### src/rtl/hazard_stall_ctrl.sv
// Hazard/stall controller: load-use, branch-in-ID operand, MDU busy and data-memory wait stalls.
// Latency: stall/flush/mdu_start/mdu_done are combinational; mdu_busy and stall_cycles are registered.
// Backpressure: MEM wait freezes F..M and bubbles MEM/WB; other causes hold F/D and bubble ID/EX.
module hazard_stall_ctrl #(
  parameter int MDU_LAT = 4,
  parameter int CNT_W   = 32
) (
  input  logic             clk,
  input  logic             rst_n,
  input  logic [4:0]       rsD,
  input  logic [4:0]       rtD,
  input  logic             use_rsD,
  input  logic             use_rtD,
  input  logic             branchD,
  input  logic             mdu_opD,
  input  logic             hilo_useD,
  input  logic             id_exe_MemRead,
  input  logic             id_exe_RegWrite,
  input  logic [4:0]       id_exe_rd,
  input  logic             exe_mem_MemRead,
  input  logic             exe_mem_RegWrite,
  input  logic [4:0]       exe_mem_rd,
  input  logic             mem_reqM,
  input  logic             dmem_ready,
  output logic             stallF,
  output logic             stallD,
  output logic             stallE,
  output logic             stallM,
  output logic             flushE,
  output logic             flushW,
  output logic             mdu_start,
  output logic             mdu_busy,
  output logic             mdu_done,
  output logic [CNT_W-1:0] stall_cycles
);

  localparam logic [0:0] IDLE = 1'b0;
  localparam logic [0:0] BUSY = 1'b1;

  logic [0:0] state;
  logic [3:0] cnt;

  logic ex_match;
  logic mem_match;
  logic mem_wait;
  logic load_use;
  logic branch_haz;
  logic mdu_haz;
  logic any_stall;

  // Register 0 is hardwired, so a dependency on it is never a hazard.
  function automatic logic reg_match(input logic [4:0] r, input logic [4:0] rs,
                                     input logic [4:0] rt, input logic urs, input logic urt);
    return (r != 5'd0) && (((r == rs) && urs) || ((r == rt) && urt));
  endfunction

  assign ex_match  = reg_match(id_exe_rd, rsD, rtD, use_rsD, use_rtD);
  assign mem_match = reg_match(exe_mem_rd, rsD, rtD, use_rsD, use_rtD);

  assign mem_wait   = mem_reqM && !dmem_ready;
  assign load_use   = id_exe_MemRead && ex_match;
  assign branch_haz = branchD && ((id_exe_RegWrite && ex_match) ||
                                  (exe_mem_RegWrite && mem_match));

  assign mdu_busy = (state == BUSY);
  assign mdu_done = mdu_busy && (cnt == 4'd0);

  // HI/LO readers are released in the done cycle; a new MDU op still waits for IDLE.
  assign mdu_haz = mdu_busy && (mdu_opD || (hilo_useD && !mdu_done));

  assign any_stall = mem_wait || load_use || branch_haz || mdu_haz;

  assign stallF = any_stall;
  assign stallD = any_stall;
  assign stallE = mem_wait;
  assign stallM = mem_wait;
  assign flushW = mem_wait;
  assign flushE = !mem_wait && (load_use || branch_haz || mdu_haz);

  assign mdu_start = rst_n && (state == IDLE) && mdu_opD &&
                     !mem_wait && !load_use && !branch_haz;

  // The MDU runs free once started, so its countdown ignores pipeline stalls.
  always_ff @(posedge clk or negedge rst_n) begin
    if (!rst_n) begin
      state <= IDLE;
      cnt   <= 4'd0;
    end else begin
      case (state)
        IDLE: begin
          if (mdu_start) begin
            state <= BUSY;
            cnt   <= 4'(MDU_LAT - 1);
          end
        end
        BUSY: begin
          if (cnt == 4'd0) begin
            state <= IDLE;
          end else begin
            cnt <= cnt - 4'd1;
          end
        end
        default: begin
          state <= IDLE;
          cnt   <= 4'd0;
        end
      endcase
    end
  end

  always_ff @(posedge clk or negedge rst_n) begin
    if (!rst_n) begin
      stall_cycles <= '0;
    end else if (stallF && (stall_cycles != {CNT_W{1'b1}})) begin
      stall_cycles <= stall_cycles + 1'b1;
    end
  end

endmodule
### config.mk
export PLATFORM = sky130hd
export DESIGN_NAME = hazard_stall_ctrl
export DESIGN_NICKNAME = d
export VERILOG_FILES = /design/src/rtl/hazard_stall_ctrl.sv
export SDC_FILE = /design/constraint.sdc
export NUM_CORES = 1
export LEC_CHECK = 0
export CAP_MARGIN = 40
export CORE_MARGIN = 2
export CORE_UTILIZATION = 48
export CTS_CLUSTER_DIAMETER = 50
export CTS_CLUSTER_SIZE = 28
export DETAILED_ROUTE_END_ITERATION = 8
export PLACE_DENSITY = 0.85
export SLEW_MARGIN = 5
export SYNTH_ARGS = -nofsm -noshare
export SYNTH_HDL_FRONTEND = slang
export SYNTH_SLANG_ARGS = --single-unit
### constraint.sdc
create_clock -name clk -period 7.1 [get_ports clk]
set_input_delay 1.065 -clock clk [delete_from_list [all_inputs] [get_ports clk]]
set_output_delay 1.065 -clock clk [all_outputs]
set_load 0.02 [all_outputs]
# Word level (Yosys, flattened, before mapping)
# Cells that the tools add are included.
dict set report op_classes {
  addsub 2
  eq_ne 7
  muxes 6
  bitwise 1
  n_reduce_logical 39
}
# operator count
set op_table {}
lappend op_table {{$add 32x1->32 const B} 1}
lappend op_table {{$ne 32x32->1 const B} 1}
lappend op_table {{$logic_and 1x1->1} 21}
lappend op_table {{$eq 5x5->1} 4}
lappend op_table {{$reduce_bool 5->1} 2}
lappend op_table {{$logic_or 1x1->1} 9}
lappend op_table {{$mux 4} 2}
lappend op_table {{$pmux 4 s2} 1}
lappend op_table {{$logic_not 1->1} 5}
lappend op_table {{$logic_not 4->1} 1}
lappend op_table {{$ne 2x2->1 const B} 2}
lappend op_table {{$sub 4x1->4 const B} 1}
lappend op_table {{$mux 1} 2}
lappend op_table {{$pmux 1 s2} 1}
lappend op_table {{$reduce_and 2->1} 1}
lappend op_table {{$not 1->1} 1}
dict set report totals {
  regBits 37
  in_bits 33
  out_inout_bits 41
  elab_cells 58
}

# Logic depth before layout (Yosys ltp)
# Gate-level depths: netlist of run 1.
dict set report depth {
  depth_word 11
  mapped_depth 11
  depth_no_buf 10
}

# Worst setup path after synthesis of run 1
# OpenSTA, ideal clock, no wires.
dict set report synth_path {
  kind {input-to-output}
  from {input exe_mem_rd[0]}
  to {output stallF}
  arrival_time_ns 2.627
  required_ns 6.035
  setup_slack_ns 3.408
  cell_stages 7
  n_path_buf 2
  cell_sequence {or3_1 o311a_1 a222oi_1 and2_1 buf_4 inv_2 buf_4}
}
dict set report synth_between {
  elab_chain_cells 9
  word_cells_on_any_way 12
  cone_classes {eq/ne: 2; reduce/logical: 10}
}
# item line
set synth_lines {}
lappend synth_lines {{from (decl)} 22} ;# input logic [4:0] exe_mem_rd,
lappend synth_lines {{$eq 5x5->1} 54} ;# return (r != 5'd0) && (((r == rs) && urs) || ((r == rt) && urt));
lappend synth_lines {{$logic_and 1x1->1} 54}
lappend synth_lines {{$logic_or 1x1->1} 54}
lappend synth_lines {{$logic_and 1x1->1 (*)} 54}
lappend synth_lines {{$logic_and 1x1->1 (*)} 63} ;# (exe_mem_RegWrite && mem_match));
lappend synth_lines {{$logic_or 1x1->1 (*)} 62} ;# assign branch_haz = branchD && ((id_exe_RegWrite && ex_match) ||
lappend synth_lines {{$logic_and 1x1->1 (*)} 62}
lappend synth_lines {{$logic_or 1x1->1 (*) (2 in a row)} 71} ;# assign any_stall = mem_wait || load_use || branch_haz || mdu_haz;
lappend synth_lines {{to (decl)} 25} ;# output logic stallF,
# Mark *: on every way between the ends. The rest lies on a longest branch, timed or not.

# Worst setup path after layout of run 1
dict set report layout_path {
  from {input exe_mem_rd[0]}
  to {output stallD}
}
dict set report layout_between {
  elab_chain_cells 9
  word_cells_on_any_way 12
  cone_classes {eq/ne: 2; reduce/logical: 10}
}
# item line
set layout_lines {}
lappend layout_lines {{$eq 5x5->1} 54}
lappend layout_lines {{$logic_and 1x1->1} 54}
lappend layout_lines {{$logic_or 1x1->1} 54}
lappend layout_lines {{$logic_and 1x1->1 (*)} 54}
lappend layout_lines {{$logic_and 1x1->1 (*)} 63}
lappend layout_lines {{$logic_or 1x1->1 (*)} 62}
lappend layout_lines {{$logic_and 1x1->1 (*)} 62}
lappend layout_lines {{$logic_or 1x1->1 (*) (2 in a row)} 71}
lappend layout_lines {{to (decl)} 26} ;# output logic stallD,
# Marks and branches as above.

==> run_results.csv, run 1 <==
group,metric,value,unit
outcome,status,"completed",
floorplan,initial_core_util,49.03,%
logic_synthesis,syn_area,2091,um^2
power,total_power,0.6925,mW
cells_and_area,antennaDiodeCount,0,
route,routed.top_layer,"met4",
clock_tree,htreeDepth,2,
route,routed_wl,5.065,mm
hold_path,hold_class,"reg2reg",
route,via_count,1809,
clock_tree,numCtsBuffers,5,
timing,tightest_slew,0.5836,ns
logic_synthesis,synth-edff-count,0,
cells_and_area,area_growth,40.51,%
worst_setup_path,startpoint,"exe_mem_rd[0]",
floorplan,die_area,4900,um^2
worst_setup_path,reg2reg_depth,10,
power,power_frac_clock,20.6,%
clock_tree,clk_latency,0.29,ns
timing,slew_headroom,61.10,%
cells_and_area,layout.nets,322,
worst_setup_path,crit_arrival,3.92,ns
power,p_per_area,235.7,nW/um^2
cells_and_area,regArea,925.9,um^2
timing,finalCriticalPeriod,4.987,ns
logic_synthesis,synthFlopType,"dfrtp_1",
cells_and_area,layout_commonest_cell,"clkdlybuf4s50_1",
worst_setup_path,cp.required,6.03,ns
logic_synthesis,synth_warnings,0,
timing,setup-tns-final,0,ns
placed_design,placed_cells,332,
placed_design,place_hpwl,3.808,mm
worst_setup_path,rrSetupSlack,4.33,ns
power,swShare,36.19,%
logic_synthesis,synth_seq_cells,37,
cells_and_area,utilization,68.90,%
logic_synthesis,synth_cell_types,36,
timing,hold_viol,0,
grt,grt_pass1_vias,1841,
worst_setup_path,regToRegEndpoint,"stall_cycles[31]",
worst_setup_path,setup.worst_path.start_class,"input port",
route,routedWlPerCell,14.90,um
route,first_pass_iters,4,
route,ant_nets,0,
cells_and_area,instances_no_fill,340,
worst_setup_path,end_kind,"primary output",
timing,period_share,70.24,%
power,power_leakage,1.199,nW
floorplan,io-pin-count,74,
clock_tree,clock_path_buffers,2,
hold_path,holdPathStages,1,
floorplan,core_region_area,4264,um^2
route,wl_met2,2.387,mm
grt,track_usage,21.53,%
hold_path,min_from,"stall_cycles[26]",
logic_synthesis,syn_area_per_cell,9.724,um^2
grt,grt_antenna_before_repair,0,
cells_and_area,layout_common_cells,"clkdlybuf4s50_1 (72), xnor2_1 (43), dfrtp_1 (37)",
worst_setup_path,cp_max_fo,7,
timing,rsz0062_at_grt,"no",
route,wl_met3,351,um
clock_tree,cts_setup_buffers,0,
floorplan,die_h,70,um
hold_path,min_to,"stall_cycles[26]",
logic_synthesis,async_reset_ff_share,100.0,%
floorplan,rows,24,
cells_and_area,multi_input_area,1084,um^2
route,drtIter0Drc,57,
grt,grt_start_max_net_pins,39,
power,switchingPower,0.2506,mW
route,met1Wirelength,2.234,mm
logic_synthesis,syn_inst,215,
cells_and_area,drive_above_1_share,4.861,%
worst_setup_path,crit_type,"in2out",
power,p_int,0.4419,mW
timing,skew,0.004774,ns
worst_setup_path,r2r_start,"cnt[0]",
floorplan,die_w,70,um
timing,timing.fmax,0.2005,GHz
timing,finalSetupViolCount,0,
logic_synthesis,syn_nets,250,
cells_and_area,fill_cells,352,
grt,grt-ovfl-total,0,
clock_tree,clk_pin_slew,0.07,ns
power,ir_worst_vdd,0.2250,mV
clock_tree,cts.repair.resized,0,
clock_tree,cts_hold_repair.buffers,0,
power,pwr-share-seq,40.6,%
flow_run,cap_violations,0,
logic_synthesis,ys_seq_area_share,44.28,%
clock_tree,numClockSinks,37,
grt,grt_pass1_wl,8.493,mm
route,via_per_inst,5.321,
clock_tree,clockRootBuffer,"clkbuf_8",
power,comb_power_share,38.8,%
placed_design,gp_congestion,0.8864,
placed_design,io_buffer_count,72,
timing,drv_slew,0,
route,drc,0,
clock_tree,cts_tree,"built",
[registers in the layout, indices dropped and copies added, names as in the netlist]
register	cells
mdu_busy	1
cnt	4
stall_cycles	32
[synth_stat cells (2+ instances only)]
master,count,share of area [%]
xnor2_1,43,18
dfrtp_1,37,44
nand3_1,20,4.8
nand2_1,15,2.7
nand4_1,15,4.5
and3_1,13,3.9
inv_1,8,1.4
nor2_1,6,1.1
xor2_1,6,2.5
a21oi_1,5,1.2
nor3_1,5,1.2
and2_1,4,1.2
buf_4,4,1.4
nand2b_1,3,0.90
nor4_1,3,0.90
o21ai_0,3,0.72
buf_2,2,0.48
clkbuf_1,2,0.36
ha_1,2,1.2
mux2_1,2,1.1
o22ai_1,2,0.60
[worst max path at each step]
stage              to  slack (ns)  cells past startpoint
2_1_floorplan  stallF        3.41                      7
3_3_place_gp   stallD        2.15                      7
3_5_place_dp   stallD        2.12                      7
4_1_cts        stallD        2.09                      7
5_1_grt        stallD        1.95                      7
6_report       stallD        2.11                      7
[stage by stage]
| step | area, um^2 | setup slack, ns | hold WS, ns |
|---|---|---|---|
| 2_1_floorplan | 2091 | 3.408 | 0.4732 |
| 3_3_place_gp | 2836 | 2.153 | 0.4766 |
| 3_5_place_dp | 2851 | 2.117 | 0.4865 |
| 4_1_cts | 2938 | 2.089 | 0.4960 |
| 5_1_grt | 2938 | 1.952 | 0.5157 |
| 6_report | 2938 | 2.113 | 0.4912 |
[area by class of cell]
class | count | area share, %
inverter | 9 | 1.150
clock buffer | 5 | 2.342
sequential | 37 | 31.52
timing repair buffer | 74 | 25.30
multi-input combinational | 160 | 36.88
clock inverter | 3 | 0.5963
tap | 52 | 2.215
[worst max-delay path, stage by stage]
cell             delay [ns]
clkdlybuf4s50_1        0.48
or3_1                  0.43
o311a_1                0.32
a222oi_1               0.56
and2_1                 0.40
inv_2                  0.10
clkdlybuf4s50_1        0.57
[kinds of logic (layout without fill, tap and decap cells)]
group / Yosys count / after routing / share of synthesized area (%)
xor+xnor: 49 / 49 / 20.53
fa+ha+maj: 2 / 2 / 1.197
mux: 3 / 3 / 1.616
buf+inv: 18 / 91 / 4.069
flops: 37 / 37 / 44.28
compound gates: 15 / 15 / 4.668
simple gates: 91 / 91 / 23.64
[power by group through the flow]
stage          sequential, mW  combinational [mW]  clock [mW]
4_1_cts                 0.280               0.271       0.145
3_3_place_gp            0.283               0.257           0
6_report                0.281               0.269       0.143
5_1_grt                 0.287               0.291       0.156
2_1_floorplan           0.306               0.127           0
3_5_place_dp            0.283               0.270           0
[layer usage]
| metal | vias to the layer above | track usage, % |
|---|---|---|
| met5 | - | 0 |
| met4 | 0 | 6.838 |
| met3 | 9 | 6.061 |
| met2 | 61 | 36.40 |
| met1 | 841 | 26.69 |
| li1 | 898 | - |
Power figures use the tool's default switching activity.
==> run 2: changes to the inputs <==
Settings changed: CORE_UTILIZATION 48 to 45, PLACE_DENSITY 0.85 to 0.8.
Clock period 7.1 ns to 4.6 ns, I/O delays scaled along.
==> run_results.csv, run 2 (synthesis gave the netlist of run 1 again) <==
group,metric,value,unit
worst_setup_path,crit_path_top_delay_cell,"clkdlybuf4s50_1",
route,first_pass_iters,4,
grt,grt_pass1_wl,8.107,mm
route,routed_wl,4.921,mm
clock_tree,htreeDepth,2,
timing,skew,0.003460,ns
placed_design,pre_cts_ws,0.4773,ns
clock_tree,cts_tree,"built",
placed_design,gp_congestion,0.8162,
floorplan,io-pin-count,74,
cells_and_area,layout_common_cells,"clkdlybuf4s50_1 (72), xnor2_1 (43), dfrtp_1 (37)",
clock_tree,numCtsBuffers,5,
worst_setup_path,end_kind,"primary output",
floorplan,die_h,72.16,um
clock_tree,numClockSinks,37,
timing,period_share,89.69,%
grt,grt_antenna_before_repair,0,
timing,hold_viol,0,
route,via_per_inst,5.424,
cells_and_area,largest-register,"stall_cycles",
clock_tree,clock_path_buffers,2,
clock_tree,cts_setup_buffers,0,
timing,finalCriticalPeriod,4.126,ns
timing,tightest_slew,0.5893,ns
floorplan,die_area,5207,um^2
cells_and_area,utilization,67.15,%
power,p_per_area,382.5,nW/um^2
route,routedWlPerCell,14.47,um
worst_setup_path,cp.required,3.91,ns
worst_setup_path,crit_chain,"clkdlybuf4s50_1 -> or3_1 -> o311a_1 -> a222oi_1 -> and2_1 -> inv_2 -> clkdlybuf4s50_1",
worst_setup_path,critPathBufInv,3,
worst_setup_path,cp_max_fo,7,
worst_setup_path,crit_arrival,3.44,ns
clock_tree,clk_latency,0.29,ns
worst_setup_path,crit_type,"in2out",
hold_path,hold_class,"reg2reg",
clock_tree,clockRootBuffer,"clkbuf_8",
placed_design,place_hpwl,3.661,mm
worst_setup_path,cp_common_cell,"clkdlybuf4s50_1",
timing,rsz0062_at_grt,"no",
worst_setup_path,r2r_start,"cnt[0]",
clock_tree,cts_hold_repair.buffers,0,
worst_setup_path,crit_family,"buffers and inverters",
timing,hold-worst-slack,0.4917,ns
route,via_count,1844,
timing,finalSetupViolCount,0,
timing,timing.fmax,0.2424,GHz
timing,slew_headroom,60.71,%
cells_and_area,layout_commonest_cell,"clkdlybuf4s50_1",
cells_and_area,drive_above_1_share,4.861,%
clock_tree,clk_pin_slew,0.07,ns
power,ir_worst_vdd,0.3174,mV
outcome,status,"completed",
hold_path,min_from,"stall_cycles[26]",
worst_setup_path,slowest_delay,0.55,ns
timing,setup_slack,0.4745,ns
grt,grt_pass1_vias,1754,
grt,track_usage,20.05,%
route,ant_nets,0,
flow_run,cap_violations,0,
route,drtIter0Drc,59,
timing,drv_slew,0,
floorplan,core_region_area,4414,um^2
grt,grt_start_max_net_pins,38,
worst_setup_path,startpoint,"exe_mem_rd[0]",
cells_and_area,layout.nets,322,
clock_tree,cts.repair.resized,0,
power,power_leakage,1.210,nW
placed_design,dpl_cell_area,2844,um^2
floorplan,rows,24,
floorplan,die_w,72.16,um
grt,grt-ovfl-total,0,
timing,setup-tns-final,0,ns
worst_setup_path,setup.worst_path.start_class,"input port",
placed_design,io_buffer_count,72,
floorplan,initial_core_util,47.36,%
route,drc,0,
cells_and_area,final_cell_area,2964,um^2
cells_and_area,antennaDiodeCount,0,
cells_and_area,area_growth,41.77,%
cells_and_area,largest_reg_flops,32,
## run 2: cell types whose count changed in the layout (fill, tap and decap cells not counted)
cell,delta
bufinv_16,+1
clkbuf_8,+1
clkinv_2,-2
buf_4,+1
buf_8,-1
## run 2: worst paths after layout
path | slack, ns | cells past startpoint | to
worst max-delay path | 0.47 | 7 | stallD
worst min-delay path | 0.49 | 1 | stall_cycles[26]
worst max register to register | 1.83 | 10 | stall_cycles[31]
worst min register to register | 0.49 | 1 | stall_cycles[26]
max in group asynchronous | 3.39 | 2 | stall_cycles[2]
min in group asynchronous | 0.89 | 2 | stall_cycles[18]
## run 2: routing by layer
layer / vias to the layer above / share of wire (%) / GRT usage (%)
li1: 896 / - / -
met1: 882 / 45 / 26.81
met2: 62 / 45 / 31.60
met3: 4 / 8.7 / 6.250
met4: 0 / 1.3 / 5.660
met5: - / 0 / 0
## run 2: final cells by class
type                            instances  area (um^2)
Clock buffer                            6        82.58
Timing Repair Buffer                   74        735.7
Multi-Input combinational cell        160         1084
Inverter                                9        33.78
Sequential cell                        37        925.9
Clock inverter                          2        37.54
Tap cell                               52        65.06
Fill cell                             371         1450
## run 2: where the power goes
part           switching, mW  internal (mW)  total (mW)
Clock                  0.119          0.176       0.295
Sequential            0.0552          0.378       0.433
Combinational          0.210          0.195       0.405
Total                  0.385          0.749        1.13
## run 2: worst register-to-register path: cells and delay by family (launching register included)
family,cells,cell delay [ns]
flops,1,0.40
fa+ha+maj,1,0.17
mux,1,0.33
simple gates,3,0.92
compound gates,2,0.62
buf+inv,3,0.22
## run 2: through the flow
step | power [mW] | cells
3_3_place_gp | 0.8355 | 332
2_1_floorplan | 0.6676 | 215
3_5_place_dp | 0.8456 | 332
4_1_cts | 1.141 | 340
5_1_grt | 1.199 | 340
6_report | 1.134 | 340
==> run 3: changes to the inputs <==
Settings changed: CELL_PAD_IN_SITES_DETAIL_PLACEMENT set to 1, CELL_PAD_IN_SITES_GLOBAL_PLACEMENT set to 1, CORE_UTILIZATION 45 to 33, GPL_TIMING_DRIVEN set to 0, PLACE_DENSITY 0.8 to unset, PLACE_DENSITY_LB_ADDON set to 0.1.
==> run_results.csv, run 3 (synthesis gave the netlist of run 1 again) <==
group,metric,value,unit
worst_setup_path,regToRegEndpoint,"stall_cycles[20]",
clock_tree,numCtsBuffers,5,
route,via_per_inst,5.100,
worst_setup_path,rrSetupSlack,1.99,ns
timing,slew_headroom,60.56,%
clock_tree,htreeDepth,2,
floorplan,core_region_area,6026,um^2
clock_tree,cts_hold_repair.buffers,0,
power,power_leakage,1.245,nW
floorplan,rows,28,
cells_and_area,largest-register,"stall_cycles",
worst_setup_path,r2r_start,"cnt[0]",
floorplan,io-pin-count,74,
worst_setup_path,crit_chain,"clkdlybuf4s50_1 -> or3_1 -> o311a_1 -> a222oi_1 -> and2_1 -> buf_4 -> inv_2 -> buf_4 -> clkdlybuf4s50_1",
worst_setup_path,end_kind,"primary output",
placed_design,place_hpwl,4.617,mm
worst_setup_path,cp.required,3.91,ns
grt,grt-ovfl-total,0,
cells_and_area,regArea,925.9,um^2
timing,setup-tns-final,0,ns
timing,timing.fmax,0.2428,GHz
worst_setup_path,setup.worst_path.start_class,"input port",
timing,drv_slew,0,
timing,tightest_slew,0.5917,ns
floorplan,die_h,83.60,um
timing,finalSetupViolCount,0,
placed_design,io_buffer_count,72,
cells_and_area,area_growth,45.60,%
clock_tree,cts_tree,"built",
cells_and_area,layout_common_cells,"clkdlybuf4s50_1 (71), xnor2_1 (43), dfrtp_1 (37)",
timing,hold-worst-slack,0.3495,ns
hold_path,hold_class,"in2async",
grt,grt_pass1_wl,10.06,mm
power,p_per_area,378.0,nW/um^2
cells_and_area,layout.nets,330,
flow_run,cap_violations,0,
cells_and_area,drive_above_1_share,6.081,%
route,first_pass_iters,4,
route,routed_wl,5.840,mm
worst_setup_path,crit_arrival,3.43,ns
grt,track_usage,17.40,%
grt,grt_pass1_vias,2043,
clock_tree,cts_setup_buffers,0,
clock_tree,clockRootBuffer,"clkbuf_8",
worst_setup_path,cp_max_fo,7,
grt,grt_antenna_before_repair,0,
power,total_power,1.151,mW
clock_tree,clk_pin_slew,0.07,ns
route,via_count,1892,
worst_setup_path,crit_path_top_delay_cell,"clkdlybuf4s50_1",
cells_and_area,layout_commonest_cell,"clkdlybuf4s50_1",
worst_setup_path,crit_family,"buffers and inverters",
cells_and_area,multi_input_area,1080,um^2
floorplan,die_w,83.60,um
placed_design,gp_congestion,0.7491,
floorplan,die_area,6988,um^2
route,routedWlPerCell,15.74,um
grt,grt_start_max_net_pins,21,
timing,finalCriticalPeriod,4.118,ns
timing,skew,0.007909,ns
clock_tree,clk_latency,0.28,ns
outcome,status,"completed",
timing,rsz0062_at_grt,"no",
timing,period_share,89.52,%
route,drtIter0Drc,43,
cells_and_area,fill_cells,686,
worst_setup_path,crit_type,"in2out",
clock_tree,cts.repair.resized,0,
worst_setup_path,critPathBufInv,5,
worst_setup_path,reg2reg_depth,10,
clock_tree,clock_path_buffers,2,
cells_and_area,largest_reg_flops,32,
route,drc,0,
cells_and_area,antennaDiodeCount,0,
worst_setup_path,slowest_delay,0.52,ns
route,ant_nets,0,
power,ir_worst_vdd,0.2256,mV
timing,hold_viol,0,
floorplan,initial_core_util,34.70,%
clock_tree,numClockSinks,37,
-- run 3: routing by layer --
layer	track usage, %	vias up	wire length (um)
li1	-	906	-
met1	22.84	926	2685
met2	29.60	52	2844
met3	3.363	8	224
met4	4.106	0	85
met5	0	-	0
-- run 3: worst max-delay path by stage --
stage | cells past startpoint | slack [ns] | start | end
2_1_floorplan | 7 | 1.66 | exe_mem_rd[0] | stallF
3_3_place_gp | 5 | 0.29 | rst_n | mdu_start
3_5_place_dp | 9 | 0.46 | exe_mem_rd[0] | stallF
4_1_cts | 9 | 0.45 | exe_mem_rd[0] | stallF
5_1_grt | 9 | 0.33 | exe_mem_rd[0] | stallF
6_report | 9 | 0.48 | exe_mem_rd[0] | stallF
-- run 3: report_power, final --
group          switching (mW)  internal (mW)
clock                   0.112          0.177
combinational           0.223          0.206
sequential             0.0556          0.378
total                   0.390          0.760
-- run 3: cell type report --
class | instances | area share, %
Clock buffer | 7 | 2.836
Buffer | 9 | 1.685
Sequential cell | 37 | 30.42
Timing Repair Buffer | 73 | 24.41
Multi-Input combinational cell | 160 | 35.47
Tap cell | 75 | 3.083
Inverter | 9 | 1.110
Clock inverter | 1 | 0.9864
-- run 3: worst reg2reg max path, cell delays in order (launching register included) --
cell and delay (ns):
dfrtp_1 0.41, inv_1 0.07, ha_1 0.17, or3b_1 0.42, a21oi_1 0.17, inv_1 0.05
a222oi_1 0.37, a21oi_1 0.31, buf_2 0.28, nand4_1 0.14, xnor2_1 0.14
-- run 3: through the flow --
stage               util [%]  setup WS (ns)  instance area (um^2)  instances
global route           50.52         0.3348                  3044        371
finish                 50.52         0.4821                  3044        371
floorplan                  -          1.658                  2091        215
CTS                    50.52         0.4516                  3044        371
global placement       48.21         0.2940                  2905        362
detailed placement     48.59         0.4552                  2928        363
